===== src/rtl/instr_fetch_unit_pkg.sv =====
// Shared definitions for the instruction fetch unit: opcode field bounds,
// the NOP word and the fetch FSM state encoding.
package instr_fetch_unit_pkg;

    localparam int OP_MSB = 31;
    localparam int OP_LSB = 26;

    localparam logic [31:0] NOP_INSTR = 32'h0000_0000;

    typedef enum logic [1:0] {
        IF_IDLE = 2'd0,
        IF_REQ  = 2'd1,
        IF_DROP = 2'd2
    } if_state_e;

    function automatic logic [31:0] align_pc(input logic [31:0] addr);
        return {addr[31:2], 2'b00};
    endfunction

endpackage


===== src/rtl/instr_fetch_unit_fetch_fifo.sv =====
// Two-entry prefetch FIFO holding {pc, instr} pairs. Head outputs read NOP/0
// when empty; flush discards everything in one cycle.
module fetch_fifo
    import instr_fetch_unit_pkg::*;
(
    input  logic        clock,
    input  logic        reset,
    input  logic        push_i,
    input  logic [63:0] push_data_i,
    input  logic        pop_i,
    input  logic        flush_i,
    output logic [63:0] head_o,
    output logic        valid_o,
    output logic [1:0]  count_o,
    output logic [1:0]  count_next_o
);

    logic [63:0] mem_q [2];
    logic        rd_ptr_q;
    logic        wr_ptr_q;
    logic [1:0]  count_q;
    logic [1:0]  count_d;
    logic        push_ok;
    logic        pop_ok;

    assign push_ok = push_i && (count_q != 2'd2);
    assign pop_ok  = pop_i && (count_q != 2'd0);

    always_comb begin
        count_d = count_q + {1'b0, push_ok} - {1'b0, pop_ok};
        if (flush_i) begin
            count_d = 2'd0;
        end
    end

    always_ff @(posedge clock or posedge reset) begin
        if (reset) begin
            mem_q[0] <= '0;
            mem_q[1] <= '0;
            rd_ptr_q <= 1'b0;
            wr_ptr_q <= 1'b0;
            count_q  <= 2'd0;
        end else begin
            count_q <= count_d;
            if (flush_i) begin
                rd_ptr_q <= 1'b0;
                wr_ptr_q <= 1'b0;
            end else begin
                if (push_ok) begin
                    mem_q[wr_ptr_q] <= push_data_i;
                    wr_ptr_q        <= ~wr_ptr_q;
                end
                if (pop_ok) begin
                    rd_ptr_q <= ~rd_ptr_q;
                end
            end
        end
    end

    assign valid_o      = (count_q != 2'd0);
    assign head_o       = valid_o ? mem_q[rd_ptr_q] : {32'h0, NOP_INSTR};
    assign count_o      = count_q;
    assign count_next_o = count_d;

endmodule


===== src/rtl/instr_fetch_unit.sv =====
// Fetch stage: sequential PC generation, req/ack instruction memory access,
// prefetch buffering and branch redirect with stale-response discard.
module instr_fetch_unit
    import instr_fetch_unit_pkg::*;
#(
    parameter logic [31:0] RESET_PC   = 32'h0000_0000,
    parameter int          FIFO_DEPTH = 2
) (
    input  logic        clock,
    input  logic        reset,
    output logic        imem_req,
    output logic [31:0] imem_addr,
    input  logic        imem_ack,
    input  logic [31:0] imem_rdata,
    output logic        instr_valid,
    input  logic        instr_ready,
    output logic [31:0] instr,
    output logic [5:0]  op,
    output logic [31:0] instr_pc,
    input  logic        redirect_valid,
    input  logic [31:0] redirect_pc,
    output logic [1:0]  fsm_state
);

    // Handshakes: imem_req is held with a stable imem_addr until imem_ack;
    // the decode side pops the head on any cycle with instr_valid & instr_ready.
    if_state_e   state_q;
    logic [31:0] pc_q;
    logic [31:0] addr_q;
    logic        req_q;

    logic        push;
    logic        pop;
    logic        room;
    logic [31:0] pc_inc;
    logic [31:0] redir_pc;
    logic [63:0] head;
    logic [1:0]  count;
    logic [1:0]  count_next;

    assign pop      = instr_valid && instr_ready && !redirect_valid;
    assign push     = (state_q == IF_REQ) && imem_ack && !redirect_valid;
    assign room     = count_next < 2'(FIFO_DEPTH);
    assign pc_inc   = pc_q + 32'd4;
    assign redir_pc = align_pc(redirect_pc);

    fetch_fifo u_fifo (
        .clock        (clock),
        .reset        (reset),
        .push_i       (push),
        .push_data_i  ({addr_q, imem_rdata}),
        .pop_i        (pop),
        .flush_i      (redirect_valid),
        .head_o       (head),
        .valid_o      (instr_valid),
        .count_o      (count),
        .count_next_o (count_next)
    );

    // Issue looks at the post-edge occupancy, so an ack can chain straight
    // into the next request and sustain one word per cycle.
    always_ff @(posedge clock or posedge reset) begin
        if (reset) begin
            state_q <= IF_IDLE;
            pc_q    <= align_pc(RESET_PC);
            addr_q  <= align_pc(RESET_PC);
            req_q   <= 1'b0;
        end else begin
            case (state_q)
                IF_IDLE: begin
                    if (redirect_valid) begin
                        pc_q <= redir_pc;
                    end else if (room) begin
                        state_q <= IF_REQ;
                        req_q   <= 1'b1;
                        addr_q  <= pc_q;
                    end
                end
                IF_REQ: begin
                    if (imem_ack) begin
                        if (redirect_valid) begin
                            state_q <= IF_IDLE;
                            req_q   <= 1'b0;
                            pc_q    <= redir_pc;
                        end else begin
                            pc_q <= pc_inc;
                            if (room) begin
                                addr_q <= pc_inc;
                            end else begin
                                state_q <= IF_IDLE;
                                req_q   <= 1'b0;
                            end
                        end
                    end else if (redirect_valid) begin
                        state_q <= IF_DROP;
                        pc_q    <= redir_pc;
                    end
                end
                IF_DROP: begin
                    if (redirect_valid) begin
                        pc_q <= redir_pc;
                    end
                    if (imem_ack) begin
                        state_q <= IF_IDLE;
                        req_q   <= 1'b0;
                    end
                end
                default: begin
                    state_q <= IF_IDLE;
                    req_q   <= 1'b0;
                end
            endcase
        end
    end

    assign imem_req  = req_q;
    assign imem_addr = addr_q;
    assign instr     = head[31:0];
    assign instr_pc  = head[63:32];
    assign op        = instr[OP_MSB:OP_LSB];
    assign fsm_state = state_q;

endmodule

===== config.mk =====
export PLATFORM = sky130hd
export DESIGN_NAME = instr_fetch_unit
export DESIGN_NICKNAME = d
export VERILOG_FILES = /design/src/rtl/instr_fetch_unit_pkg.sv /design/src/rtl/instr_fetch_unit_fetch_fifo.sv /design/src/rtl/instr_fetch_unit.sv
export SDC_FILE = /design/constraint.sdc
export NUM_CORES = 1
export LEC_CHECK = 0
export CORE_MARGIN = 4
export CORE_UTILIZATION = 45
export CTS_BUF_LIST = sky130_fd_sc_hd__clkbuf_2
export DETAILED_ROUTE_END_ITERATION = 7
export GPL_TIMING_DRIVEN = 1
export PLACE_DENSITY_LB_ADDON = 0.2
export SYNTH_ARGS = -nofsm -noshare
export SYNTH_HDL_FRONTEND = slang
export SYNTH_SLANG_ARGS = --single-unit

===== constraint.sdc =====
create_clock -name clock -period 6 [get_ports clock]
set_input_delay 0.9 -clock clock [delete_from_list [all_inputs] [get_ports clock]]
set_output_delay 0.9 -clock clock [all_outputs]
set_load 0.1 [all_outputs]

==> results of run 1 <==
-- layer usage --
layer | global-route usage (%) | up-vias | routed length, um
met4 | 3.85 | 0 | 182
met3 | 3.41 | 12 | 1060
li1 | - | 3450 | -
met5 | 0 | - | 0
met1 | 28.2 | 3605 | 11300
met2 | 30.7 | 193 | 11000
-- path summary, 6_finish.rpt --
kind | cells after the start | to | slack, ns
max | 4 | instr_pc[19] | 1.41
max in group asynchronous | 4 | u_fifo.mem_q[123]$_DFFE_PP0P_ | 4.20
max reg2reg | 12 | imem_addr[0]$_DFFE_PP0P_ | 2.40
min in group asynchronous | 3 | u_fifo.mem_q[26]$_DFFE_PP0P_ | 0.59
min | 1 | u_fifo.mem_q[119]$_DFFE_PP0P_ | 0.53
min reg2reg | 1 | u_fifo.mem_q[119]$_DFFE_PP0P_ | 0.53
-- flip-flops by register name, summed over array words and instances (netlist names) --
signal / flops
pc_q: 32
u_fifo.count_o: 2
u_fifo.mem_q: 128
fsm_state: 2
imem_addr: 32
u_fifo.wr_ptr_q: 1
u_fifo.rd_ptr_q: 1
imem_req: 1
-- logic make-up after synthesis --
| logic type | count (synthesis) |
|---|---|
| buf+inv | 90 |
| xor+xnor | 48 |
| fa+ha+maj | 3 |
| mux | 197 |
| compound gates | 114 |
| flops | 199 |
| simple gates | 266 |
-- power by group through the flow --
| stage | sequential (mW) | clock [mW] | combinational, mW |
|---|---|---|---|
| after global placement | 2.13 | 0 | 2.30 |
| after global routing | 2.19 | 0.685 | 2.44 |
| after floorplan | 2.54 | 0 | 1.37 |
| after detailed placement | 2.15 | 0 | 2.32 |
| final | 2.11 | 0.604 | 2.30 |
| after CTS | 2.12 | 0.635 | 2.32 |
-- metrics by stage --
step	area [um2]	hold WS (ns)	power, mW
6_report	12000	0.525	5.02
3_5_place_dp	11800	0.475	4.47
5_1_grt	12000	0.522	5.32
2_1_floorplan	10000	0.449	3.91
4_1_cts	12000	0.522	5.08
3_3_place_gp	11800	0.467	4.43
-- Yosys cell counts (8+ instances only) --
master                       n
sky130_fd_sc_hd__clkbuf_1   32
sky130_fd_sc_hd__xor2_1     36
sky130_fd_sc_hd__xnor2_1    12
sky130_fd_sc_hd__buf_4       9
sky130_fd_sc_hd__and3_1     10
sky130_fd_sc_hd__inv_1      11
sky130_fd_sc_hd__nand3_1    29
sky130_fd_sc_hd__nand4_1    13
sky130_fd_sc_hd__nor2_1     94
sky130_fd_sc_hd__o21ai_0    38
sky130_fd_sc_hd__dfrtp_1   199
sky130_fd_sc_hd__mux2i_1    66
sky130_fd_sc_hd__mux2_2    123
sky130_fd_sc_hd__nor3_1     14
sky130_fd_sc_hd__buf_2      21
sky130_fd_sc_hd__a21oi_1    26
sky130_fd_sc_hd__o22ai_1    10
sky130_fd_sc_hd__nand2_1    70
sky130_fd_sc_hd__mux2_1      8
-- worst max-delay path: cells and delay by family (launching register included) --
| kind | cells | cell delay, ns |
|---|---|---|
| buf+inv | 2 | 1.60 |
| flops | 1 | 1.12 |
| mux | 1 | 0.12 |
| simple gates | 1 | 0.11 |
-- area by class of cell --
type | instances | area, um2
Tap cell | 280 | 350
Multi-Input combinational cell | 628 | 4610
Clock buffer | 18 | 90.1
Inverter | 12 | 48.8
Antenna cell | 1 | 2.50
Fill cell | 1972 | 9880
Timing Repair Buffer | 184 | 1810
Clock inverter | 14 | 115
Sequential cell | 199 | 4980
-- layout by cell type, fill, tap and decap left out, types with 12 or more instances in the layout --
| master | Yosys | routed |
|---|---|---|
| sky130_fd_sc_hd__xnor2_1 | 12 | 12 |
| sky130_fd_sc_hd__clkbuf_2 | 2 | 18 |
| sky130_fd_sc_hd__dfrtp_1 | 199 | 198 |
| sky130_fd_sc_hd__a21oi_1 | 26 | 26 |
| sky130_fd_sc_hd__xor2_1 | 36 | 36 |
| sky130_fd_sc_hd__clkdlybuf4s50_1 | 0 | 172 |
| sky130_fd_sc_hd__buf_4 | 9 | 12 |
| sky130_fd_sc_hd__nor2_1 | 94 | 93 |
| sky130_fd_sc_hd__o21ai_0 | 38 | 38 |
| sky130_fd_sc_hd__mux2_2 | 123 | 123 |
| sky130_fd_sc_hd__nand3_1 | 29 | 28 |
| sky130_fd_sc_hd__nand2_1 | 70 | 70 |
| sky130_fd_sc_hd__mux2i_1 | 66 | 66 |
| sky130_fd_sc_hd__nor3_1 | 14 | 14 |
| sky130_fd_sc_hd__nand4_1 | 13 | 13 |
==> metrics.txt, run 1 <==
# TYPE chip_impl_metric gauge
chip_impl_metric{name="cts_hold_buffers",unit=""} 0
chip_impl_metric{name="num-nets-final",unit=""} 1114
chip_impl_metric{name="htree_num_levels",unit=""} 4
chip_impl_metric{name="final_critical_path_setup_slack",unit="ns"} 1.41
chip_impl_metric{name="wirelength",unit="mm"} 23.6
chip_impl_metric{name="synth_area_per_cell",unit="um2"} 10.9
chip_impl_metric{name="post_synth_xor_area_fraction",unit="%"} 4.19
chip_impl_metric{name="final_cell_count_no_fill",unit=""} 1336
chip_impl_info{name="start_point_of_the_critical_path",value="u_fifo.rd_ptr_q$_DFFE_PP0P_"} 1
chip_impl_metric{name="crit_arrival",unit="ns"} 3.69
chip_impl_metric{name="maxCapViolCount",unit=""} 0
chip_impl_metric{name="netSwitchingPower",unit="mW"} 2.37
chip_impl_metric{name="power.share.switching",unit="%"} 47.3
chip_impl_metric{name="fmaxAchievable",unit="GHz"} 0.218
chip_impl_metric{name="proportion_of_synthesized_flip_flops_having_asynchronous_set_or_reset",unit="%"} 100
chip_impl_metric{name="die_w",unit="um"} 157
chip_impl_metric{name="drt_first_pass_iters",unit=""} 5
chip_impl_metric{name="synth-edff-count",unit=""} 0
chip_impl_metric{name="post_synth_mux_area_share",unit="%"} 21.3
chip_impl_metric{name="fp.coreArea",unit="um2"} 21900
chip_impl_info{name="tritoncts_clock_tree",value="done"} 1
chip_impl_metric{name="grt_remaining_overflow",unit=""} 0
chip_impl_metric{name="p_clk_share",unit="%"} 12.0
chip_impl_metric{name="die-area",unit="um2"} 24700
chip_impl_info{name="timing.critical_path.from_type",value="register"} 1
chip_impl_info{name="reg2reg_from",value="u_fifo.count_o[1]$_DFF_PP0_"} 1
chip_impl_metric{name="synthDistinctLibCells",unit=""} 57
chip_impl_metric{name="timing.final.crit_share",unit="%"} 76.6
chip_impl_metric{name="area_growth_syn_to_layout",unit="%"} 19.8
chip_impl_metric{name="synthesis.nets",unit=""} 989
chip_impl_info{name="worst_min_path_start",value="u_fifo.mem_q[119]$_DFFE_PP0P_"} 1
chip_impl_metric{name="postSynthCellCount",unit=""} 917
chip_impl_metric{name="grt.total_usage",unit="%"} 19.3
chip_impl_metric{name="fin_worst_skew",unit="ns"} 0.0444
chip_impl_info{name="largest_family_of_logic_cells_by_synthesized_area",value="multiplexers"} 1
chip_impl_info{name="ys.flop_type",value="sky130_fd_sc_hd__dfrtp_1"} 1
chip_impl_metric{name="detailedPlace.worstSlack",unit="ns"} 1.82
chip_impl_metric{name="period_needed",unit="ns"} 4.59
chip_impl_metric{name="synth_largest_type_area_fraction",unit="%"} 49.7
chip_impl_metric{name="ioPinCount",unit=""} 175
chip_impl_metric{name="pwr-share-seq",unit="%"} 42.1
chip_impl_info{name="grt_setup_unrepaired",value="false"} 1
chip_impl_metric{name="timing.setup.tns",unit="ns"} 0
chip_impl_metric{name="vdd_ir_drop_max",unit="mV"} 0.294
chip_impl_metric{name="power_per_cell_area",unit="nW/um2"} 418
chip_impl_metric{name="final_max_slew_viol_count",unit=""} 0
chip_impl_metric{name="drive_gt1_share",unit="%"} 17.5
chip_impl_metric{name="critical_path_required",unit="ns"} 5.10
chip_impl_metric{name="buffer_levels_on_the_longest_clock_path",unit=""} 2
chip_impl_metric{name="hpwl",unit="mm"} 15.9
chip_impl_metric{name="clock_insertion_delay_worst_skew",unit="ns"} 0.76
chip_impl_metric{name="max_slew_headroom_at_the_worst_pin",unit="%"} 28.9
chip_impl_metric{name="synth.ff_latch_count",unit=""} 199
chip_impl_info{name="status",value="finished, final reports clean"} 1
chip_impl_metric{name="p_comb_share",unit="%"} 45.8
chip_impl_metric{name="number_of_antenna_violations_at_the_first_check_in_global_routing",unit=""} 1
chip_impl_metric{name="p_leak",unit="nW"} 4.97
chip_impl_metric{name="synth-compound-area-share",unit="%"} 6.91
chip_impl_metric{name="actual_slew_at_the_worst_max_slew_pin",unit="ns"} 1.06
chip_impl_metric{name="cts_made_buffers",unit=""} 17
chip_impl_metric{name="critPathMaxStageDelay",unit="ns"} 1.17
chip_impl_metric{name="die_height",unit="um"} 157
chip_impl_metric{name="post_synthesis_share_of_cell_area_spent_on_and_or_nand_and_nor_gates",unit="%"} 13.0
chip_impl_metric{name="vias_per_cell",unit=""} 5.43
chip_impl_info{name="class_of_the_tightest_hold_or_removal_check",value="reg2reg"} 1
chip_impl_metric{name="ant_nets",unit=""} 0
chip_impl_metric{name="yosys.area_share.adder",unit="%"} 0.374
chip_impl_info{name="clock_tree.root_cell",value="sky130_fd_sc_hd__clkbuf_2"} 1
chip_impl_info{name="cpMaxStageDelayCell",value="sky130_fd_sc_hd__clkdlybuf4s50_1"} 1
chip_impl_metric{name="pin_count_of_the_biggest_net_entering_global_routing",unit=""} 65
chip_impl_metric{name="place_inst",unit=""} 1303
chip_impl_metric{name="cts_num_sinks",unit=""} 199
chip_impl_metric{name="port-buffer-count",unit=""} 172
chip_impl_metric{name="postLayoutCoreUtil",unit="%"} 54.9
chip_impl_info{name="critical_path.endpoint_type",value="output pin"} 1
chip_impl_metric{name="floorplan.rows",unit=""} 54
chip_impl_info{name="netlist_top_cells_area",value="sky130_fd_sc_hd__dfrtp_1 50%, sky130_fd_sc_hd__mux2_2 14%, sky130_fd_sc_hd__mux2i_1 6.6%"} 1
chip_impl_metric{name="netlist_area",unit="um2"} 10000
chip_impl_metric{name="clkTransAtPathRegs",unit="ns"} 0.26
chip_impl_metric{name="p_int",unit="mW"} 2.65
chip_impl_metric{name="post-cts-setup-buffers",unit=""} 0
chip_impl_metric{name="hold_violations",unit=""} 0
chip_impl_metric{name="first_global_vias",unit=""} 7108
chip_impl_info{name="synth_largest_area_cell",value="sky130_fd_sc_hd__dfrtp_1"} 1
chip_impl_metric{name="drc_errors",unit=""} 0
chip_impl_info{name="cp_cell_instances",value="buf_4 > mux2i_1 > nor2_1 > clkdlybuf4s50_1"} 1
chip_impl_metric{name="dr.first_iter.drc_count",unit=""} 360
chip_impl_metric{name="ys_seq_area_share",unit="%"} 49.7
chip_impl_metric{name="timing.critical_path.fanout_max",unit=""} 50
chip_impl_metric{name="cts-resized-gates",unit=""} 0
chip_impl_metric{name="setup_viol_count_final",unit=""} 0
chip_impl_metric{name="detailroute.via_count",unit=""} 7260
chip_impl_metric{name="drt-wirelength-per-cell",unit="um"} 17.7
chip_impl_info{name="timing.setup.critical_path_class",value="reg2out"} 1
chip_impl_metric{name="routabilityCongestion",unit=""} 0.844
chip_impl_metric{name="grt_pass1_wl",unit="mm"} 38.5
chip_impl_metric{name="yosysWarningCount",unit=""} 0
chip_impl_metric{name="initial_utilization",unit="%"} 45.8
No activity file was read; power rests on OpenSTA's default activity.
==> inputs of run 2 (changes only) <==
==> constraint.sdc (replaced) <==
create_clock -name clock -period 4.6 [get_ports clock]
set_input_delay 0.69 -clock clock [delete_from_list [all_inputs] [get_ports clock]]
set_output_delay 0.69 -clock clock [all_outputs]
set_load 0.1 [all_outputs]
==> run 2 against run 1 <==
Net effect: register-to-register slack worse by 0.86 ns; design area rose by 0.59%; critical path depth unchanged; clock skew is 0.0086 ns lower; cell count is 0.30% higher; first-iteration DRC count is 7.2% higher; die area stayed put; combinational power grew 31%; count of clock-buffer cells in the layout fell by 1; hold slack worse by 0.058 ns; setup slack worse by 0.90 ns; via count grew 0.88%; critical endpoint is now instr[0]; largest power group unchanged.
==> metrics.txt, run 2 (synthesis gave the netlist of run 1 again) <==
# TYPE chip_impl_metric gauge
chip_impl_info{name="grt_setup_unrepaired",value="false"} 1
chip_impl_metric{name="buffer_levels_on_the_longest_clock_path",unit=""} 2
chip_impl_metric{name="dr.first_iter.drc_count",unit=""} 386
chip_impl_metric{name="overall_power_of_the_completed_layout",unit="mW"} 6.55
chip_impl_metric{name="die_w",unit="um"} 157
chip_impl_metric{name="ff_latch_area",unit="um2"} 4980
chip_impl_metric{name="setup_viol_count_final",unit=""} 0
chip_impl_metric{name="final_cell_count_no_fill",unit=""} 1340
chip_impl_metric{name="hpwl",unit="mm"} 15.9
chip_impl_metric{name="drc_errors",unit=""} 0
chip_impl_metric{name="maxCapViolCount",unit=""} 0
chip_impl_metric{name="critical_path.n_buffers_inverters",unit=""} 2
chip_impl_info{name="worst_min_path_start",value="redirect_pc[5]"} 1
chip_impl_metric{name="vdd_ir_drop_max",unit="mV"} 0.408
chip_impl_info{name="regMostFlops",value="u_fifo.mem_q"} 1
chip_impl_metric{name="port-buffer-count",unit=""} 172
chip_impl_metric{name="multi_input_area",unit="um2"} 4610
chip_impl_metric{name="die_height",unit="um"} 157
chip_impl_metric{name="grt.total_usage",unit="%"} 19.3
chip_impl_info{name="clock_tree.root_cell",value="sky130_fd_sc_hd__clkbuf_2"} 1
chip_impl_metric{name="post-cts-setup-buffers",unit=""} 0
chip_impl_metric{name="drt_first_pass_iters",unit=""} 5
chip_impl_metric{name="cts-resized-gates",unit=""} 0
chip_impl_metric{name="ioPinCount",unit=""} 175
chip_impl_metric{name="power_per_cell_area",unit="nW/um2"} 542
chip_impl_metric{name="area_growth_syn_to_layout",unit="%"} 20.6
chip_impl_metric{name="timing.final.crit_share",unit="%"} 89.0
chip_impl_info{name="reg2reg_from",value="u_fifo.count_o[1]$_DFF_PP0_"} 1
chip_impl_metric{name="grt_pass1_wl",unit="mm"} 38.1
chip_impl_metric{name="actual_slew_at_the_worst_max_slew_pin",unit="ns"} 1.10
chip_impl_metric{name="cts_made_buffers",unit=""} 17
chip_impl_metric{name="routabilityCongestion",unit=""} 0.835
chip_impl_info{name="status",value="finished, final reports clean"} 1
chip_impl_metric{name="timing.setup.tns",unit="ns"} 0
chip_impl_metric{name="fin_worst_skew",unit="ns"} 0.0358
chip_impl_metric{name="drt-wirelength-per-cell",unit="um"} 17.5
chip_impl_metric{name="initial_utilization",unit="%"} 45.8
chip_impl_metric{name="critical_path_required",unit="ns"} 3.91
chip_impl_metric{name="drive_gt1_share",unit="%"} 17.9
chip_impl_metric{name="crit_arrival",unit="ns"} 3.40
chip_impl_info{name="cpMaxStageDelayCell",value="sky130_fd_sc_hd__clkdlybuf4s50_1"} 1
chip_impl_metric{name="first_global_vias",unit=""} 7217
chip_impl_metric{name="final_max_slew_viol_count",unit=""} 0
chip_impl_metric{name="num-nets-final",unit=""} 1118
chip_impl_metric{name="p_leak",unit="nW"} 5.00
chip_impl_metric{name="wirelength",unit="mm"} 23.5
chip_impl_metric{name="clock_insertion_delay_worst_skew",unit="ns"} 0.75
chip_impl_info{name="cp_cell_instances",value="buf_4 > mux2i_1 > nor2_1 > clkdlybuf4s50_1"} 1
chip_impl_metric{name="num-fill-cells",unit=""} 1949
chip_impl_info{name="layout_common_cells",value="198 x sky130_fd_sc_hd__dfrtp_1, 170 x sky130_fd_sc_hd__clkdlybuf4s50_1, 123 x sky130_fd_sc_hd__mux2_2"} 1
chip_impl_metric{name="ant_nets",unit=""} 0
chip_impl_metric{name="htree_num_levels",unit=""} 4
chip_impl_metric{name="critPathMaxStageDelay",unit="ns"} 1.16
chip_impl_info{name="critical_path.endpoint_type",value="output pin"} 1
chip_impl_info{name="tritoncts_clock_tree",value="done"} 1
chip_impl_metric{name="timing.critical_path.fanout_max",unit=""} 32
chip_impl_info{name="most_frequent_standard_cell_in_the_layout_excluding_fill_and_tap_cells",value="sky130_fd_sc_hd__dfrtp_1"} 1
chip_impl_metric{name="cts_num_sinks",unit=""} 199
chip_impl_metric{name="die-area",unit="um2"} 24700
chip_impl_metric{name="period_needed",unit="ns"} 4.09
chip_impl_metric{name="floorplan.rows",unit=""} 54
chip_impl_metric{name="cts_hold_buffers",unit=""} 0
chip_impl_metric{name="detailroute.via_count",unit=""} 7324
chip_impl_metric{name="number_of_antenna_violations_at_the_first_check_in_global_routing",unit=""} 1
chip_impl_metric{name="place_inst",unit=""} 1307
chip_impl_metric{name="fmaxAchievable",unit="GHz"} 0.244
chip_impl_metric{name="pin_count_of_the_biggest_net_entering_global_routing",unit=""} 200
chip_impl_metric{name="grt_remaining_overflow",unit=""} 0
chip_impl_metric{name="hold_violations",unit=""} 0
chip_impl_info{name="start_point_of_the_critical_path",value="u_fifo.rd_ptr_q$_DFFE_PP0P_"} 1
chip_impl_info{name="timing.critical_path.from_type",value="register"} 1
chip_impl_metric{name="finalHoldWorstSlack",unit="ns"} 0.467
chip_impl_metric{name="final_critical_path_setup_slack",unit="ns"} 0.508
chip_impl_metric{name="detailedPlace.worstSlack",unit="ns"} 1.01
chip_impl_info{name="cp_top_family",value="buffers and inverters"} 1
chip_impl_metric{name="clkTransAtPathRegs",unit="ns"} 0.29
chip_impl_info{name="class_of_the_tightest_hold_or_removal_check",value="in2reg"} 1
chip_impl_metric{name="fp.coreArea",unit="um2"} 21900
chip_impl_metric{name="vias_per_cell",unit=""} 5.47
chip_impl_metric{name="largest_reg_flops",unit=""} 128
chip_impl_metric{name="max_slew_headroom_at_the_worst_pin",unit="%"} 26.8
chip_impl_info{name="timing.setup.critical_path_class",value="reg2out"} 1
==> run 2: cell types whose count changed in the layout (fill, tap and decap cells not counted) <==
cell / previous run / this run
sky130_fd_sc_hd__buf_12: 0 / 4
sky130_fd_sc_hd__clkinvlp_4: 4 / 5
sky130_fd_sc_hd__nor2b_1: 5 / 6
sky130_fd_sc_hd__nor2b_2: 2 / 1
sky130_fd_sc_hd__buf_4: 12 / 14
sky130_fd_sc_hd__clkbuf_2: 18 / 17
sky130_fd_sc_hd__clkdlybuf4s50_1: 172 / 170
sky130_fd_sc_hd__clkinv_2: 1 / 2
sky130_fd_sc_hd__inv_6: 4 / 3
==> run 2: cell type report <==
class	instances	area share, %
multi-input combinational	628	38.1
tap	280	2.90
sequential	199	41.2
antenna	1	0.0207
timing repair buffer	188	15.6
clock inverter	15	0.984
inverter	12	0.404
clock buffer	17	0.704
==> run 2: path summary, 6_finish.rpt <==
| kind | end | slack (ns) | cells past startpoint |
|---|---|---|---|
| max in group asynchronous | u_fifo.rd_ptr_q$_DFFE_PP0P_ | 3.14 | 3 |
| worst min register to register | pc_q[0]$_DFFE_PP0P_ | 0.53 | 1 |
| worst max register to register | imem_addr[0]$_DFFE_PP0P_ | 1.54 | 14 |
| min in group asynchronous | u_fifo.mem_q[90]$_DFFE_PP0P_ | 0.51 | 3 |
| worst max-delay path | instr[0] | 0.51 | 4 |
| worst min-delay path | pc_q[5]$_DFFE_PP0P_ | 0.47 | 3 |
==> run 2: report_power, final <==
group          total, mW  leakage, nW  switching (mW)  internal (mW)
combinational       3.02         2.39            2.04          0.983
clock              0.778        0.119           0.625          0.153
sequential          2.75         2.49           0.435           2.32
total               6.55         5.00            3.10           3.45
==> run 2: tightest hold or removal path: cells and delay by family <==
kind	cells	cell delay, ns
buf+inv	1	0.40
compound gates	1	0.04
simple gates	1	0.10
==> run 2: per-layer routing <==
| metal | routed length, um | GRT usage, % | vias to the layer above |
|---|---|---|---|
| met3 | 1270 | 3.46 | 17 |
| met5 | 0 | 0 | - |
| met1 | 11000 | 27.4 | 3639 |
| li1 | - | - | 3459 |
| met2 | 11000 | 31.1 | 209 |
| met4 | 245 | 4.10 | 0 |
==> run 2: stage by stage <==
| step | area, um2 | utilization (%) |
|---|---|---|
| after floorplan | 10000 | - |
| after global placement | 11900 | 54.3 |
| after detailed placement | 11900 | 54.3 |
| after CTS | 12100 | 55.2 |
| after global routing | 12100 | 55.2 |
| final | 12100 | 55.2 |
